$ cat config.mk
export PLATFORM = sky130hd
export DESIGN_NAME = pht_ctrl_flat
export DESIGN_NICKNAME = d
export VERILOG_FILES = /design/src/rtl/pht_ctrl_if.sv /design/src/rtl/pht_ctrl.sv /design/src/flat_wrapper.sv
export SDC_FILE = /design/constraint.sdc
export NUM_CORES = 1
export LEC_CHECK = 0
export ABC_AREA = 0
export CELL_PAD_IN_SITES_DETAIL_PLACEMENT = 1
export CELL_PAD_IN_SITES_GLOBAL_PLACEMENT = 1
export CORE_MARGIN = 2
export CORE_UTILIZATION = 32
export DETAILED_ROUTE_END_ITERATION = 10
export GPL_TIMING_DRIVEN = 0
export PLACE_DENSITY = 0.68
export SLEW_MARGIN = 0
export SYNTH_ARGS = -nofsm -noshare
export SYNTH_HDL_FRONTEND = slang
export SYNTH_SLANG_ARGS = --single-unit
$ cat constraint.sdc
create_clock -name clk -period 1.8 [get_ports clk]
set_input_delay 0.27 -clock clk [delete_from_list [all_inputs] [get_ports clk]]
set_output_delay 0.27 -clock clk [all_outputs]
set_load 0.005 [all_outputs]
$ cat src/rtl/pht_ctrl_if.sv
// Requester-side handshake bundle for the pattern history table controller.
// Carries the branch-prediction lookup channel and the branch-resolution update channel.
interface pht_ctrl_if #(
    parameter int SET_W = 2,
    parameter int TAB_W = 10
);
    logic             lk_req;
    logic [SET_W-1:0] lk_set;
    logic [TAB_W-1:0] lk_addr;
    logic             lk_ack;
    logic             lk_valid;
    logic [1:0]       lk_ctr;
    logic             lk_pred;

    logic             up_req;
    logic [SET_W-1:0] up_set;
    logic [TAB_W-1:0] up_addr;
    logic             up_taken;
    logic             up_ack;

    modport master (
        output lk_req, lk_set, lk_addr,
        output up_req, up_set, up_addr, up_taken,
        input  lk_ack, lk_valid, lk_ctr, lk_pred, up_ack
    );

    modport slave (
        input  lk_req, lk_set, lk_addr,
        input  up_req, up_set, up_addr, up_taken,
        output lk_ack, lk_valid, lk_ctr, lk_pred, up_ack
    );
endinterface

$ cat src/rtl/pht_ctrl.sv
// Pattern history table access controller.
// Fills the table with INIT_VAL after reset, then arbitrates the single PHT port
// between lookups and read-modify-write updates of 2-bit saturating counters.
// A pending update that keeps losing to lookups takes the port after STARVE_LIMIT denials.
module pht_ctrl #(
    parameter int         SET_W        = 2,
    parameter int         TAB_W        = 10,
    parameter logic [1:0] INIT_VAL     = 2'b01,
    parameter int         STARVE_LIMIT = 4
) (
    input  logic             clk,
    input  logic             reset,
    pht_ctrl_if.slave        bus,
    output logic             init_done,
    output logic             pht_wr_en,
    output logic [SET_W-1:0] pht_set_addr,
    output logic [TAB_W-1:0] pht_tab_addr,
    output logic [1:0]       pht_up_data,
    input  logic [1:0]       pht_rd_data
);
    localparam int IDX_W = SET_W + TAB_W;
    localparam int CNT_W = $clog2(STARVE_LIMIT + 1);
    localparam logic [CNT_W-1:0] STARVE_MAX = CNT_W'(STARVE_LIMIT);

    typedef enum logic [1:0] {
        ST_RST,
        ST_INIT,
        ST_IDLE,
        ST_UP_WR
    } state_t;

    state_t           state;
    state_t           state_nxt;
    logic [IDX_W-1:0] init_idx;
    logic [CNT_W-1:0] starve_cnt;
    logic [SET_W-1:0] cap_set;
    logic [TAB_W-1:0] cap_addr;
    logic             cap_taken;
    logic [SET_W-1:0] last_set;
    logic [TAB_W-1:0] last_tab;
    logic             lk_valid_q;
    logic             grant_up;
    logic             grant_lk;
    logic [1:0]       bumped;

    // Saturating step of the counter being updated, based on the value read last cycle
    always_comb begin
        bumped = pht_rd_data;
        if (cap_taken) begin
            if (pht_rd_data != 2'b11) begin
                bumped = pht_rd_data + 2'b01;
            end
        end else if (pht_rd_data != 2'b00) begin
            bumped = pht_rd_data - 2'b01;
        end
    end

    // Next-state and PHT port drive; an idle port keeps the last presented address
    always_comb begin
        state_nxt    = state;
        grant_up     = 1'b0;
        grant_lk     = 1'b0;
        pht_wr_en    = 1'b0;
        pht_set_addr = last_set;
        pht_tab_addr = last_tab;
        pht_up_data  = 2'b00;
        case (state)
            ST_RST: begin
                pht_set_addr = '0;
                pht_tab_addr = '0;
                state_nxt    = ST_INIT;
            end
            ST_INIT: begin
                pht_wr_en    = 1'b1;
                pht_up_data  = INIT_VAL;
                pht_set_addr = init_idx[SET_W-1:0];
                pht_tab_addr = init_idx[IDX_W-1:SET_W];
                if (&init_idx) begin
                    state_nxt = ST_IDLE;
                end
            end
            ST_IDLE: begin
                if (bus.up_req && (!bus.lk_req || starve_cnt == STARVE_MAX)) begin
                    grant_up     = 1'b1;
                    pht_set_addr = bus.up_set;
                    pht_tab_addr = bus.up_addr;
                    state_nxt    = ST_UP_WR;
                end else if (bus.lk_req) begin
                    grant_lk     = 1'b1;
                    pht_set_addr = bus.lk_set;
                    pht_tab_addr = bus.lk_addr;
                end
            end
            ST_UP_WR: begin
                pht_wr_en    = 1'b1;
                pht_set_addr = cap_set;
                pht_tab_addr = cap_addr;
                pht_up_data  = bumped;
                state_nxt    = ST_IDLE;
            end
            default: begin
                state_nxt = ST_RST;
            end
        endcase
    end

    assign bus.up_ack   = grant_up;
    assign bus.lk_ack   = grant_lk;
    assign bus.lk_valid = lk_valid_q;
    assign bus.lk_ctr   = lk_valid_q ? pht_rd_data : 2'b00;
    assign bus.lk_pred  = lk_valid_q & pht_rd_data[1];

    // State register
    always_ff @(posedge clk or negedge reset) begin
        if (!reset) begin
            state <= ST_RST;
        end else begin
            state <= state_nxt;
        end
    end

    // Initialisation sweep index and the sticky completion flag
    always_ff @(posedge clk or negedge reset) begin
        if (!reset) begin
            init_idx  <= '0;
            init_done <= 1'b0;
        end else if (state == ST_INIT) begin
            init_idx <= init_idx + 1'b1;
            if (&init_idx) begin
                init_done <= 1'b1;
            end
        end
    end

    // Remember the accepted update and the last address driven to the PHT
    always_ff @(posedge clk or negedge reset) begin
        if (!reset) begin
            cap_set   <= '0;
            cap_addr  <= '0;
            cap_taken <= 1'b0;
            last_set  <= '0;
            last_tab  <= '0;
        end else begin
            last_set <= pht_set_addr;
            last_tab <= pht_tab_addr;
            if (grant_up) begin
                cap_set   <= bus.up_set;
                cap_addr  <= bus.up_addr;
                cap_taken <= bus.up_taken;
            end
        end
    end

    // Count lookups that won while an update was waiting; cleared when an update wins
    always_ff @(posedge clk or negedge reset) begin
        if (!reset) begin
            starve_cnt <= '0;
        end else if (grant_up) begin
            starve_cnt <= '0;
        end else if (grant_lk && bus.up_req && starve_cnt != STARVE_MAX) begin
            starve_cnt <= starve_cnt + 1'b1;
        end
    end

    // Lookup result is valid the cycle after acceptance, when the PHT read returns
    always_ff @(posedge clk or negedge reset) begin
        if (!reset) begin
            lk_valid_q <= 1'b0;
        end else begin
            lk_valid_q <= grant_lk;
        end
    end
endmodule

$ cat src/flat_wrapper.sv
// flat-port wrapper written by rule: the top's interface ports become plain ports
module pht_ctrl_flat 
#(
    parameter int         SET_W        = 2,
    parameter int         TAB_W        = 10,
    parameter logic [1:0] INIT_VAL     = 2'b01,
    parameter int         STARVE_LIMIT = 4
)
  (clk, reset, init_done, pht_wr_en, pht_set_addr, pht_tab_addr, pht_up_data, pht_rd_data, bus_lk_req, bus_lk_set, bus_lk_addr, bus_up_req, bus_up_set, bus_up_addr, bus_up_taken, bus_lk_ack, bus_lk_valid, bus_lk_ctr, bus_lk_pred, bus_up_ack);
  pht_ctrl_if #(.SET_W(SET_W), .TAB_W(TAB_W)) bus_i ();
  input  logic clk;
  input  logic reset;
  output logic init_done;
  output logic pht_wr_en;
  output logic [SET_W-1:0] pht_set_addr;
  output logic [TAB_W-1:0] pht_tab_addr;
  output logic [1:0] pht_up_data;
  input  logic [1:0] pht_rd_data;
  input wire logic [$bits(bus_i.lk_req)-1:0] bus_lk_req;
  input wire logic [$bits(bus_i.lk_set)-1:0] bus_lk_set;
  input wire logic [$bits(bus_i.lk_addr)-1:0] bus_lk_addr;
  input wire logic [$bits(bus_i.up_req)-1:0] bus_up_req;
  input wire logic [$bits(bus_i.up_set)-1:0] bus_up_set;
  input wire logic [$bits(bus_i.up_addr)-1:0] bus_up_addr;
  input wire logic [$bits(bus_i.up_taken)-1:0] bus_up_taken;
  output wire logic [$bits(bus_i.lk_ack)-1:0] bus_lk_ack;
  output wire logic [$bits(bus_i.lk_valid)-1:0] bus_lk_valid;
  output wire logic [$bits(bus_i.lk_ctr)-1:0] bus_lk_ctr;
  output wire logic [$bits(bus_i.lk_pred)-1:0] bus_lk_pred;
  output wire logic [$bits(bus_i.up_ack)-1:0] bus_up_ack;
  assign bus_i.lk_req = bus_lk_req;
  assign bus_i.lk_set = bus_lk_set;
  assign bus_i.lk_addr = bus_lk_addr;
  assign bus_i.up_req = bus_up_req;
  assign bus_i.up_set = bus_up_set;
  assign bus_i.up_addr = bus_up_addr;
  assign bus_i.up_taken = bus_up_taken;
  assign bus_lk_ack = bus_i.lk_ack;
  assign bus_lk_valid = bus_i.lk_valid;
  assign bus_lk_ctr = bus_i.lk_ctr;
  assign bus_lk_pred = bus_i.lk_pred;
  assign bus_up_ack = bus_i.up_ack;
  pht_ctrl #(.SET_W(SET_W), .TAB_W(TAB_W), .INIT_VAL(INIT_VAL), .STARVE_LIMIT(STARVE_LIMIT)) u_core (.clk(clk), .reset(reset), .bus(bus_i), .init_done(init_done), .pht_wr_en(pht_wr_en), .pht_set_addr(pht_set_addr), .pht_tab_addr(pht_tab_addr), .pht_up_data(pht_up_data), .pht_rd_data(pht_rd_data));
endmodule
Yosys cells after proc, flatten, opt, wreduce, memory -nomap -nowiden
Index checks and enable logic that the tools add are counted.
{"block": "classes", "addsub": 4, "n_eq_ne": 8, "muxes": 22, "n_bitwise": 1, "n_reduce_logical": 12}
{"op": "10-bit case mux with 4 select lines", "n": 1}
{"op": "10-bit two-way mux", "n": 2}
{"op": "2-bit two-way mux", "n": 8}
{"op": "2-bit case mux with 4 select lines", "n": 2}
{"op": "13-bit AND reduction", "n": 1}
{"op": "12-bit by 1-bit adder with 12-bit output (second input constant)", "n": 1}
{"op": "12-bit AND reduction", "n": 1}
{"op": "1-bit two-way mux", "n": 6}
{"op": "3-bit two-way mux", "n": 2}
{"op": "2-bit == test (second input constant)", "n": 2}
{"op": "2-bit != test (second input constant)", "n": 2}
{"op": "2-bit case mux with 2 select lines", "n": 1}
{"op": "2-bit nonzero test", "n": 2}
{"op": "3-bit by 1-bit adder with 3-bit output (second input constant)", "n": 1}
{"op": "3-bit == test (second input constant)", "n": 1}
{"op": "1-bit logical AND", "n": 3}
{"op": "3-bit != test (second input constant)", "n": 1}
{"op": "2-bit by 1-bit adder with 2-bit output (second input constant)", "n": 1}
{"op": "2-bit by 1-bit == test with 1-bit output (second input constant)", "n": 1}
{"op": "2-bit zero test", "n": 1}
{"op": "2-bit by 1-bit != test with 1-bit output (second input constant)", "n": 1}
{"op": "2-bit AND reduction", "n": 1}
{"op": "2-bit OR reduction", "n": 1}
{"op": "2-bit by 1-bit subtractor with 2-bit output (second input constant)", "n": 1}
{"op": "3 further kinds", "n": 3}
{"block": "totals", "ff_bits": 44, "input_bits": 31, "out_inout_bits": 22, "elab_cells": 57}

Depth between registers and ports, before layout
Gate-level depths: netlist of run 1.
{"block": "depth", "ltp_word": 9, "depth_mapped": 7, "mapped_depth_nobuf": 5}

Worst setup path after synthesis of run 1
OpenSTA, ideal clock, no wires.
{"block": "synth_path", "path_type": "reg-to-output", "from": "reg u_core.starve_cnt[0]", "to": "out pht_set_addr[0]", "arrival_ns": 1.357, "slack_ns": 0.173, "path_stages_with_launch": 7, "path_buffers": 1, "path_cell_list": "dfrtp_1 > inv_1 > ha_1 > a21boi_1 > o21ai_0 > clkbuf_1 > o21ai_0"}
{"block": "synth_between", "elab_chain_cells": 5}
{"item": "from (decl)", "line": "pht_ctrl.sv:35", "text": "logic [CNT_W-1:0] starve_cnt;"}
{"item": "from (signal assigned)", "line": "pht_ctrl.sv:161", "text": "starve_cnt <= starve_cnt + 1'b1;"}
{"item": "3-bit == test", "line": "pht_ctrl.sv:83", "text": "if (bus.up_req && (!bus.lk_req || starve_cnt == STARVE_MAX)) begin"}
{"item": "1-bit logical OR", "line": "pht_ctrl.sv:83"}
{"item": "1-bit logical AND", "line": "pht_ctrl.sv:83"}
{"item": "2-bit two-way mux", "line": "pht_ctrl.sv:83"}
{"item": "2-bit case mux with 4 select lines", "line": "pht_ctrl.sv:67", "text": "case (state)"}
{"item": "to (decl)", "line": "flat_wrapper.sv:15", "text": "output logic [SET_W-1:0] pht_set_addr;"}
No other way between the ends.

Worst setup path in the final report of run 1
{"block": "layout_path", "from": "reg u_core.starve_cnt[1]", "to": "out pht_tab_addr[5]"}
{"block": "layout_between", "elab_chain_cells": 5}
{"item": "3-bit == test", "line": "pht_ctrl.sv:83"}
{"item": "1-bit logical OR", "line": "pht_ctrl.sv:83"}
{"item": "1-bit logical AND", "line": "pht_ctrl.sv:83"}
{"item": "10-bit two-way mux", "line": "pht_ctrl.sv:83"}
{"item": "10-bit case mux with 4 select lines", "line": "pht_ctrl.sv:67"}
{"item": "to (decl)", "line": "flat_wrapper.sv:16", "text": "output logic [TAB_W-1:0] pht_tab_addr;"}
No other way between the ends.

==> results of run 1 <==
[placed cells by master, fill, tap and decap left out, types with 2 or more instances in the layout]
cell / synthesis / routed
a32oi_1: 12 / 4
a32oi_2: 0 / 7
and2_1: 2 / 2
and3_1: 2 / 2
buf_2: 3 / 15
buf_4: 2 / 27
buf_6: 3 / 6
buf_8: 0 / 2
clkbuf_1: 6 / 3
clkbuf_8: 0 / 9
clkdlybuf4s50_1: 0 / 32
dfrtp_1: 44 / 43
dlymetal6s2s_1: 0 / 3
ha_1: 3 / 2
inv_1: 8 / 6
inv_2: 0 / 2
maj3_1: 2 / 2
mux2_2: 18 / 18
mux2_4: 7 / 7
mux2i_1: 12 / 12
nand2_1: 3 / 3
nand3_1: 5 / 5
nand3b_1: 2 / 2
nand4_1: 3 / 3
nor2_1: 3 / 2
nor2b_1: 2 / 2
nor3_1: 3 / 3
nor4_1: 5 / 5
o21ai_0: 16 / 3
o21ai_1: 0 / 5
o21ai_2: 0 / 7
or2_2: 2 / 2
xnor2_1: 4 / 4
xor2_1: 8 / 8
[logic make-up after synthesis]
family	Yosys count	share of synthesized area [%]
adders and majority gates	5	2.559
buffers and inverters	22	5.172
and+or+nand+nor	38	10.07
DFF	44	48.94
xor gates and xnor gates	12	4.672
muxes	37	19.02
AOI/OAI and AO/OA	32	9.566
[report_power, final]
group,switching [W],internal (W)
registers,0,0.000987
logic,0.0000692,0.0000915
clock network,0.000330,0.000314
[cells in the mapped netlist (all sizes together)]
library cell / n
o21ai: 16
nand2b: 1
nand4b: 1
maj3: 2
dfrtp: 44
clkbuf: 6
or2: 2
nand3b: 2
mux2i: 12
ha: 3
a21boi: 2
nor3: 3
xnor2: 4
a21oi: 1
and2: 3
nand4: 3
mux2: 25
a21bo: 1
and3b: 1
nor2: 3
nand3: 6
nor2b: 2
nor4: 5
xor2: 8
nand2: 3
a32oi: 12
inv: 8
or3: 1
and3: 2
buf: 8
[state kept, by name (all words and copies together) (netlist names)]
| name | count |
|---|---|
| u_core.init_idx | 12 |
| u_core.cap_addr | 10 |
| u_core.last_tab | 10 |
| u_core.starve_cnt | 3 |
| u_core.cap_set | 2 |
| u_core.last_set | 2 |
| u_core.state | 2 |
| u_core.bus.lk_valid | 1 |
| u_core.cap_taken | 1 |
| u_core.init_done | 1 |
[final cells by class]
class	count	area share, %
multi-input cells	124	34.94
well taps	96	3.561
plain buffers	12	3.969
flip-flops and latches	44	32.68
clock buffers	8	2.671
repair buffers	82	21.29
inverters	8	0.8902
[routing by layer]
layer / global-route usage [%] / wire (um) / vias to the layer above / share of wire, %
met5: 0 / 0 / - / 0
met4: 3.357 / 44 / 0 / 0.70
met3: 3.016 / 278 / 4 / 4.4
met2: 29.68 / 3141 / 42 / 50
met1: 23.35 / 2839 / 914 / 45
li1: - / - / 858 / -
[final timing paths]
kind / cells past startpoint / slack, ns / endpoint
max: 7 / -0.23 / pht_tab_addr[5]
min: 3 / 0.39 / u_core.last_tab[1]$_DFF_PN0_
max reg2reg: 9 / 0.04 / u_core.last_tab[8]$_DFF_PN0_
min reg2reg: 1 / 0.47 / u_core.init_done$_DFFE_PN0P_
max in group asynchronous: 3 / 0.84 / u_core.init_idx[8]$_DFFE_PN0N_
min in group asynchronous: 2 / 0.46 / u_core.cap_addr[0]$_DFFE_PN0P_
[worst reg2reg max path, cell delays in order (launching register included)]
cell and delay, ns:
dfrtp_1 0.37, inv_2 0.06, ha_4 0.17, a21bo_4 0.25
clkbuf_16 0.17, a32oi_1 0.17, o21ai_1 0.10, buf_4 0.14
buf_4 0.12, buf_4 0.12
[per-stage QoR]
| step | cells | area (um^2) |
|---|---|---|
| 5_1_grt | 374 | 3373 |
| 6_report | 374 | 3373 |
| 3_5_place_dp | 338 | 2895 |
| 4_1_cts | 368 | 3326 |
| 2_1_floorplan | 190 | 2250 |
| 3_3_place_gp | 337 | 2880 |
[what timing repair did]
action | in CTS | in global routing
endpoints found under the setup margin | 26 | 23
setup buffers | 23 | 7
resized for setup | 124 | 7
pin swaps | 19 | 8
hold buffers | 1 | 0
gates cloned | 2 | 0
endpoints found under the hold margin | 17 | 0
==> results.txt, run 1 <==
The flow ran to the end, but the final reports show violations. The checks that failed: negative setup slack. The number of standard-cell rows in the floorplan is 30.

The power per cell area came out at 531.0 nW/um^2. Setup repair after global routing could not meet its margin everywhere. The number of buffer and inverter instances along the worst setup path came out at 3. The total half-perimeter wirelength after legalization and detailed placement came out at 4.176 mm.

The post-route netlist has 41.37% of its cells at a drive strength greater than 1. The CTS tree is built. The sum of negative setup slack came out at -2.127 ns. The core area came out at 6794 um^2. At the pin with the least slew margin, the transition time is 0.4513 ns. From left edge to right edge, the die measures 87.85 um.

Timing analysis after detailed placement gives a worst setup slack of -0.9565 ns. The synthesized area divided by synthesized cell count came out at 11.84 um^2. In the post-synthesis netlist, the biggest area contributors are dfrtp_1 49%, mux2_2 9.0%, mux2i_1 5.3%.

On the final layout, the worst clock skew is 0.002552 ns. The DRC violation count after routing is 0. The signal on the critical path passes through inv_2 -> ha_4 -> a21bo_4 -> clkbuf_16 -> a32oi_4 -> o21ai_2 -> buf_2. The number of sinks driven by the clock tree came out at 44.

In this run the static leakage power is 1.565 nW. The startpoint identified for the worst hold timing path is bus_lk_req. The post-synthesis cell area came out at 2250 um^2. The number of CTS-inserted buffers is 5. The cell accounting for the most synthesized area is dfrtp_1. The number of primary I/O pins is 53. Power comes to 0.001791 W. The number of search-and-repair iterations in the first detailed-routing pass is 4. The number of global-route vias before repair is 1993. The clock latency on the worst-skew pair is 0.29 ns. The relative max-transition margin came out at 69.91%. The count of antenna diodes in the layout came out at 0.

The cell family with the largest share of critical-path delay is compound AO/OA/AOI/OAI gates. The maximum number of buffers from clock root to sink came out at 2. The DRC violation total after the first TritonRoute iteration came out at 44. STA classifies the critical path endpoint as a primary output. The number of synthesis warnings is 0. The launching point of the worst reg2reg path is u_core.starve_cnt[1]$_DFFE_PN0P_. After layout, the minimum clock period comes to 2.030 ns. The total nets after synthesis came out at 224.

The achievable frequency came out at 492.7 MHz. Measured along the y axis, the die boundary spans 87.85 um. The count of nets after finishing came out at 311.

The wire length per cell came out at 16.86 um. The routed wire length is 6.304 mm. The storage element area is 1102 um^2. Summed over its instances, the top area cell type makes up 48.94% of the synthesized netlist area. Of the synthesized area, sequential elements account for 48.94%. Among all stages on the critical path, the largest delay is contributed by dfrtp_1. Relative to the synthesized area, the layout overhead comes to 49.94%. The number of input and output port buffers inserted is 51.

The number of failing setup endpoints in the final timing report is 13. The count of maximum capacitance violations is 0. The count of cell types in the netlist came out at 36. After filler insertion, the fill cell instance count of the layout stands at 735.

The number of antenna violations at the first check in global routing came to 0. The worst hold path belongs to the class primary input to register. For the worst setup path, the data required time is 1.53 ns.

The floorplan step defined a die boundary enclosing 7717 um^2. The number of max-slew violations in the final report came to 0. Routability-driven placement finished with a final weighted congestion of 0.7555. The clock transition at the register clock pins on the worst setup and hold paths after CTS is 0.08 ns. The worst hold-check slack came out at 0.3872 ns. The synthesized flop and latch total came out at 44. The total number of vias came out at 1818. Once layout is complete, the utilization of the core stands at 49.65%. Global routing consumed, over all layers together, 17.38% of the routing resources. The most critical setup path has its startpoint at u_core.starve_cnt[1]$_DFFE_PN0P_.

The final clock period utilization by the worst path is 112.8%. The gate count of the mapped netlist is 190. The worst IR drop on VDD came out at 0.0003406 V. The sum of overflow across all layers after global routing came out at 0. The cell sitting at the root of the clock tree is a clkbuf_8. The worst setup path is launched from a register. The critical-path maximum fanout came out at 5. The class of the most critical setup path is register to primary output. The final count of hold timing violations came out at 0.

The worst endpoint data arrival time is 1.76 ns. The initial standard-cell utilization of the core is 33.11%. The mean number of vias per cell came out at 4.861. The final worst setup slack is -0.2296 ns. The H-tree was split into 2 levels. The area occupied by multi-input gates is 1179 um^2. The maximum number of pins on one net before global-route repair came out at 28. On the worst path, the slowest cell contributes a delay of 0.37 ns. The final antenna-violating net count is 0. The first-pass GRT wire length came out at 10.23 mm.
Note: power is estimated with default switching activity, not from simulation.
==> run 2, diff against run 1 <==
--- a/config.mk
+++ b/config.mk
@@ -11,6 +11,7 @@
 export CORE_MARGIN = 2
 export CORE_UTILIZATION = 32
 export DETAILED_ROUTE_END_ITERATION = 10
+export GPL_ROUTABILITY_DRIVEN = 0
 export GPL_TIMING_DRIVEN = 0
 export PLACE_DENSITY = 0.68
 export SLEW_MARGIN = 0
==> results of run 2 <==
No change in the layout: final DEF, timing and power equal those of run 1.
